`src/rtl/dlfloat16_pkg.sv`:
```
// dlfloat16_pkg: DLFloat16 extended-result field positions, exception indices and constants
package dlfloat16_pkg;
  localparam int SIGN_B = 19;
  localparam int EXP_HI = 18;
  localparam int EXP_LO = 13;
  localparam int MANT_HI = 12;
  localparam int MANT_LO = 4;
  localparam int G_B = 3;
  localparam int R_B = 2;
  localparam int S_HI = 1;
  localparam int S_LO = 0;
  localparam int EXC_INV = 4;
  localparam int EXC_INX = 3;
  localparam int EXC_OVF = 2;
  localparam int EXC_UNF = 1;
  localparam int EXC_ZER = 0;
  localparam logic [15:0] DLF_NAN = 16'hFFFF;
  localparam logic [5:0] EXP_MAX = 6'd63;
  typedef logic [4:0] exc_t;
endpackage

```
`src/rtl/dlfloat16_rne_round.sv`:
```
// dlfloat16_rne_round: combinational round-to-nearest-even (or truncate) with saturation and specials
module dlfloat16_rne_round
  import dlfloat16_pkg::*;
#(
  parameter logic [15:0] SAT_POS = 16'h7DFE,
  parameter logic [15:0] SAT_NEG = 16'hFDFE
) (
  input  logic [19:0] d,
  input  logic        rmode,
  output logic [15:0] q,
  output logic [4:0]  exc
);
  logic sign, g, r, st, up, nan, zer, sat;
  logic [5:0] e, er;
  logic [8:0] m;
  logic [9:0] mr;
  exc_t f;
  assign sign = d[SIGN_B];
  assign e = d[EXP_HI:EXP_LO];
  assign m = d[MANT_HI:MANT_LO];
  assign g = d[G_B];
  assign r = d[R_B];
  assign st = |d[S_HI:S_LO];
  assign up = ~rmode & g & (r | st | m[0]);
  assign mr = {1'b0, m} + 10'(up);
  assign er = e + 6'(mr[9]);
  assign nan = (e == EXP_MAX);
  assign zer = (e == 6'd0);
  // 0x7DFF and above are not finite encodings, so both land on the saturation value
  assign sat = ~nan & ~zer & ((er == EXP_MAX) | ((er == EXP_MAX - 6'd1) & (mr[8:0] == 9'h1FF)));
  always_comb begin
    f = '0;
    f[EXC_INV] = nan;
    f[EXC_ZER] = zer;
    f[EXC_OVF] = sat;
    f[EXC_INX] = ~nan & ~zer & (sat | g | r | st);
    exc = f;
    q = nan ? DLF_NAN : zer ? 16'h0000 : sat ? (sign ? SAT_NEG : SAT_POS) : {sign, er, mr[8:0]};
  end
endmodule

```
`src/rtl/dlfloat16_round_pack.sv`:
```
// dlfloat16_round_pack: 2-stage round/pack pipeline with valid/ready, sticky flags and result counter; DLF16_RMODE_EN adds rmode (1 = truncate)
module dlfloat16_round_pack
  import dlfloat16_pkg::*;
#(
  parameter int CNT_W = 16,
  parameter logic [15:0] SAT_POS = 16'h7DFE,
  parameter logic [15:0] SAT_NEG = 16'hFDFE
) (
  input  logic             clk,
  input  logic             rst,
  input  logic             in_valid,
  output logic             in_ready,
  input  logic [19:0]      in_data,
  input  logic [4:0]       in_exc,
`ifdef DLF16_RMODE_EN
  input  logic             rmode,
`endif
  output logic             out_valid,
  input  logic             out_ready,
  output logic [15:0]      out_data,
  output logic [4:0]       out_exc,
  input  logic             flag_clr,
  output logic [4:0]       sticky_exc,
  output logic [CNT_W-1:0] res_cnt
);
  logic s1_valid, s2_adv, in_fire, out_fire, rm;
  logic [15:0] rd_data, s1_data;
  exc_t rd_exc, s1_exc;
`ifdef DLF16_RMODE_EN
  assign rm = rmode;
`else
  assign rm = 1'b0;
`endif
  dlfloat16_rne_round #(.SAT_POS(SAT_POS), .SAT_NEG(SAT_NEG)) u_round (
    .d(in_data),
    .rmode(rm),
    .q(rd_data),
    .exc(rd_exc)
  );
  assign s2_adv = ~out_valid | out_ready;
  assign in_ready = ~s1_valid | s2_adv;
  assign in_fire = in_valid & in_ready;
  assign out_fire = out_valid & out_ready;
  always_ff @(posedge clk) begin
    if (rst) begin
      s1_valid <= 1'b0;
      s1_data <= '0;
      s1_exc <= '0;
      out_valid <= 1'b0;
      out_data <= '0;
      out_exc <= '0;
      sticky_exc <= '0;
      res_cnt <= '0;
    end else begin
      if (in_ready) s1_valid <= in_valid;
      if (in_fire) begin
        s1_data <= rd_data;
        s1_exc <= rd_exc | in_exc;
      end
      if (s2_adv) out_valid <= s1_valid;
      if (s2_adv & s1_valid) begin
        out_data <= s1_data;
        out_exc <= s1_exc;
      end
      sticky_exc <= (flag_clr ? 5'b0 : sticky_exc) | (out_fire ? out_exc : 5'b0);
      res_cnt <= res_cnt + CNT_W'(out_fire);
    end
  end
endmodule

```
`config.mk`:
```
export PLATFORM = sky130hd
export DESIGN_NAME = dlfloat16_round_pack
export DESIGN_NICKNAME = d
export VERILOG_FILES = /design/src/rtl/dlfloat16_pkg.sv /design/src/rtl/dlfloat16_rne_round.sv /design/src/rtl/dlfloat16_round_pack.sv
export SDC_FILE = /design/constraint.sdc
export NUM_CORES = 1
export LEC_CHECK = 0
export CAP_MARGIN = 25
export CORE_ASPECT_RATIO = 0.75
export CORE_MARGIN = 2
export CORE_UTILIZATION = 49
export DETAILED_ROUTE_END_ITERATION = 8
export GPL_TIMING_DRIVEN = 0
export PLACE_DENSITY = 0.8
export SLEW_MARGIN = 15
export SYNTH_ARGS = -nofsm -noshare
export SYNTH_HDL_FRONTEND = slang
export SYNTH_SLANG_ARGS = --single-unit
```
`constraint.sdc`:
```
create_clock -name clk -period 3.1 [get_ports clk]
set_input_delay 0.62 -clock clk [delete_from_list [all_inputs] [get_ports clk]]
set_output_delay 0.62 -clock clk [all_outputs]
set_load 0.005 [all_outputs]
```
==> summary.txt <==
Core occupancy in the finished layout: 0.6861
Clk slew on worst S/H paths: 80 ps
Total number of vias: 2,902
CTS tree: yes
Worst-case vdd ir drop: 327.6 uV
Crit path time final: 2953 ps
Post-synthesis to final-layout area growth: 34.69%
Post-Syn Area per Cell: 7.954 sq um
Final instance area: 4018 sq um
Initial antenna violation count: 0
Worst reg2reg setup slack: 910 ps
Seq/Total Area, Yosys: 0.4362
Synth Net Count: 410
Number of I/O port buffers: 69
CTS Buffer Depth: 2
Top fanout value on the critical path: 10
Worst hold path type: reg2reg
Gpl congestion: 0.8741
Main combinational cell family by area after synthesis: simple AND/OR/NAND/NOR gates
Min-delay src: out_data[11]
Yosys warnings: 0
R2R Path Start: out_valid
Setup Fix Bufs, Post-CTS: 0
Hold slack: 453.9 ps
DR WL/cell: 14.24 um
Multiplexer share of the synthesized area: 0
Final wirelength: 7647 um
Pin count of the biggest net entering global routing: 13
Post-Synthesis Cells: 375
Adder-Cell Fraction of Synth Area: 0.02097
Simple-gate area share of the yosys netlist: 0.2643
Top-count cell post-synth: sky130_fd_sc_hd__dfxtp_1
Top cell type by total area after synthesis: sky130_fd_sc_hd__dfxtp_1
Hold violation count in the final report: 0
Initial core utilization: 0.5094
Total power per unit cell area: 476.0 nW/um^2
Root Buffer Master: sky130_fd_sc_hd__clkbuf_8
Sum of net half-perimeters after detailed placement: 5540 um
Violation count after the first detailed-routing iteration: 139
FF-to-FF path depth: 9
Flops & latches, synth: 65
Setup skew after layout: 8.875 ps
Endpoint of the most critical register-to-register path: res_cnt[12]
Clock buffer count from CTS: 9
Die X: 94.09 um
Number of different library cells in the post-synthesis netlist: 43
Crit share post-route: 0.9524
Maximum clock frequency: 338.7 MHz
Vertical extent of the die: 71.57 um
Arrival time of data at the critical path endpoint: 3200 ps
N_diodes: 0
Final setup viols: 0
Total core area: 5856 sq um
Xor/xnor cell area share of the yosys netlist: 0.06166
Top post-synthesis cells by area: sky130_fd_sc_hd__dfxtp_1 44%, sky130_fd_sc_hd__nand2_1 8.1%, sky130_fd_sc_hd__a21oi_1 7.7%
Post-synthesis async set-or-reset flop share: 0
Critical path class: in2reg
Count of max-cap constraint violations: 0
Number of enable flip-flop cells after synthesis: 0
FP Rows: 24
Global router's overall resource usage: 0.2386
Net count reported at finish: 489
Post-Syn Area: 2983 sq um
I/O pin count: 74
Detailed-router iteration count before antenna repair: 4
Data required time at the worst endpoint: 3350 ps
Remaining number of nets flagged by the antenna check after routing: 0
Die area: 6734 sq um
Gr ovfl total: 0
Dpl cell area: 3771 sq um
Number of design rule violations left after detail routing: 0
Endpoint with the worst hold slack: out_data[11]
Drt via density: 5.404
Capturing element type of the critical path: flip-flop
Static leakage: 1.421 nW
Launching element type of the critical path: input port
Most instantiated flip-flop cell in the synthesis netlist: sky130_fd_sc_hd__dfxtp_1
Run status: finished clean
Transition time at the pin with the least slew margin: 582.7 ps
Max H-tree Level: 3
Sinks on the clock net: 65
Worst slew slack as a fraction of its limit: 0.6092
Area fraction in compound gates after synthesis: 0.1787
Via count of the first global-routing pass: 2,711
Insertion delay to the later sink of the worst-skew pair: 350 ps
Ratio of cells with drive above 1 in the final layout: 0.06100
Pins over their slew limit: 0
First-pass GRT wire length: 12,540 um
Most common library cells after synthesis: 65 x sky130_fd_sc_hd__dfxtp_1, 64 x sky130_fd_sc_hd__nand2_1, 46 x sky130_fd_sc_hd__a21oi_1
Crit path launch: in_data[6]
Number of instances on the worst hold path: 2
Top cell type's share of synthesized area: 0.4362
-- metal layers --
| metal | track usage | wire length [um] | vias to the layer above |
|---|---|---|---|
| met4 | 0.07407 | 130 | 0 |
| met1 | 0.3069 | 3451 | 1326 |
| met3 | 0.07466 | 474 | 17 |
| li1 | - | - | 1459 |
| met2 | 0.3865 | 3590 | 100 |
| met5 | 0 | 0 | - |
-- placed cells by master (no fill, tap or decap), types with 2 or more instances in the layout --
| cell | n |
|---|---|
| sky130_fd_sc_hd__o22ai_1 | 5 |
| sky130_fd_sc_hd__o21ai_1 | 11 |
| sky130_fd_sc_hd__nor2b_1 | 10 |
| sky130_fd_sc_hd__xnor2_1 | 11 |
| sky130_fd_sc_hd__a211oi_1 | 10 |
| sky130_fd_sc_hd__clkdlybuf4s50_1 | 69 |
| sky130_fd_sc_hd__or3_1 | 4 |
| sky130_fd_sc_hd__inv_1 | 4 |
| sky130_fd_sc_hd__and2_1 | 5 |
| sky130_fd_sc_hd__nor3_1 | 7 |
| sky130_fd_sc_hd__nand3b_1 | 4 |
| sky130_fd_sc_hd__a31oi_1 | 2 |
| sky130_fd_sc_hd__a21oi_1 | 45 |
| sky130_fd_sc_hd__nand4_1 | 5 |
| sky130_fd_sc_hd__inv_2 | 2 |
| sky130_fd_sc_hd__dfxtp_1 | 65 |
| sky130_fd_sc_hd__nor3_2 | 2 |
| sky130_fd_sc_hd__nand3_1 | 11 |
| sky130_fd_sc_hd__clkbuf_1 | 17 |
| sky130_fd_sc_hd__nand2_1 | 64 |
| sky130_fd_sc_hd__and3b_1 | 2 |
| sky130_fd_sc_hd__and3_1 | 5 |
| sky130_fd_sc_hd__nor2_1 | 34 |
| sky130_fd_sc_hd__nor4_1 | 3 |
| sky130_fd_sc_hd__bufinv_16 | 2 |
| sky130_fd_sc_hd__ha_1 | 5 |
| sky130_fd_sc_hd__a21boi_0 | 2 |
| sky130_fd_sc_hd__clkbuf_8 | 10 |
| sky130_fd_sc_hd__o21ai_0 | 11 |
| sky130_fd_sc_hd__xor2_1 | 10 |
-- where the power goes --
group	leakage, nW	internal (mW)	switching (mW)
Sequential	0.531	0.867	0.0186
Combinational	0.777	0.0951	0.112
Clock	0.113	0.477	0.342
Total	1.42	1.44	0.473
-- cell families after synthesis --
logic type	count (synthesis)
buffers and inverters	28
flip-flops	65
XOR/XNOR	21
AND/OR/NAND/NOR	163
adder cells (fa/ha/maj)	5
AO/OA/AOI/OAI	93
-- how the worst max path moves through the flow --
stage                             to  slack (ps)  cells past startpoint
after floorplan            s1_exc[2]         490                      9
after global placement     s1_exc[3]        -380                     11
after detailed placement   s1_exc[3]        -450                     11
after CTS                  s1_exc[2]          70                      9
after global routing       s1_exc[2]         -90                     10
final                     s1_data[0]         150                     11
-- cell type report --
type / count / area [sq um]
Tap cell: 78 / 97.59
Clock inverter: 6 / 90.09
Multi-Input combinational cell: 282 / 1587
Fill cell: 480 / 1838
Sequential cell: 65 / 1301
Inverter: 6 / 22.52
Buffer: 21 / 91.34
Timing Repair Buffer: 69 / 690.7
Clock buffer: 10 / 137.6
-- through the flow --
step           setup WS [ps]  TNS, ps  power [mW]  cells
5_1_grt               -87.47   -239.7       1.987    537
3_3_place_gp          -378.4    -2792       1.102    522
2_1_floorplan          486.7        0       1.009    375
6_report               147.4        0       1.912    537
3_5_place_dp          -454.4    -3377       1.107    522
4_1_cts                71.79        0       1.920    538
-- sequential cells by signal, summed over array words and instances (netlist names) --
register and count:
out_data 16, sticky_exc 5, res_cnt 16, s1_exc 5, out_valid 1, s1_data 16, s1_valid 1, out_exc 5
-- critical path, stage by stage --
cell	delay (ps)
sky130_fd_sc_hd__clkdlybuf4s50_1	590
sky130_fd_sc_hd__nand3_1	160
sky130_fd_sc_hd__nor3_2	230
sky130_fd_sc_hd__and3_1	220
sky130_fd_sc_hd__ha_1	210
sky130_fd_sc_hd__ha_1	240
sky130_fd_sc_hd__nand3b_1	130
sky130_fd_sc_hd__a21oi_2	250
sky130_fd_sc_hd__clkbuf_4	250
sky130_fd_sc_hd__nand2_1	70
sky130_fd_sc_hd__o211a_1	220
-- repair_timing --
action	in CTS	in global routing
endpoints found under the setup margin	2	12
cloned	0	0
gates resized for setup	1	6
hold endpoints to repair	0	0
hold buffers	0	0
No activity file was read; power rests on OpenSTA's default activity.
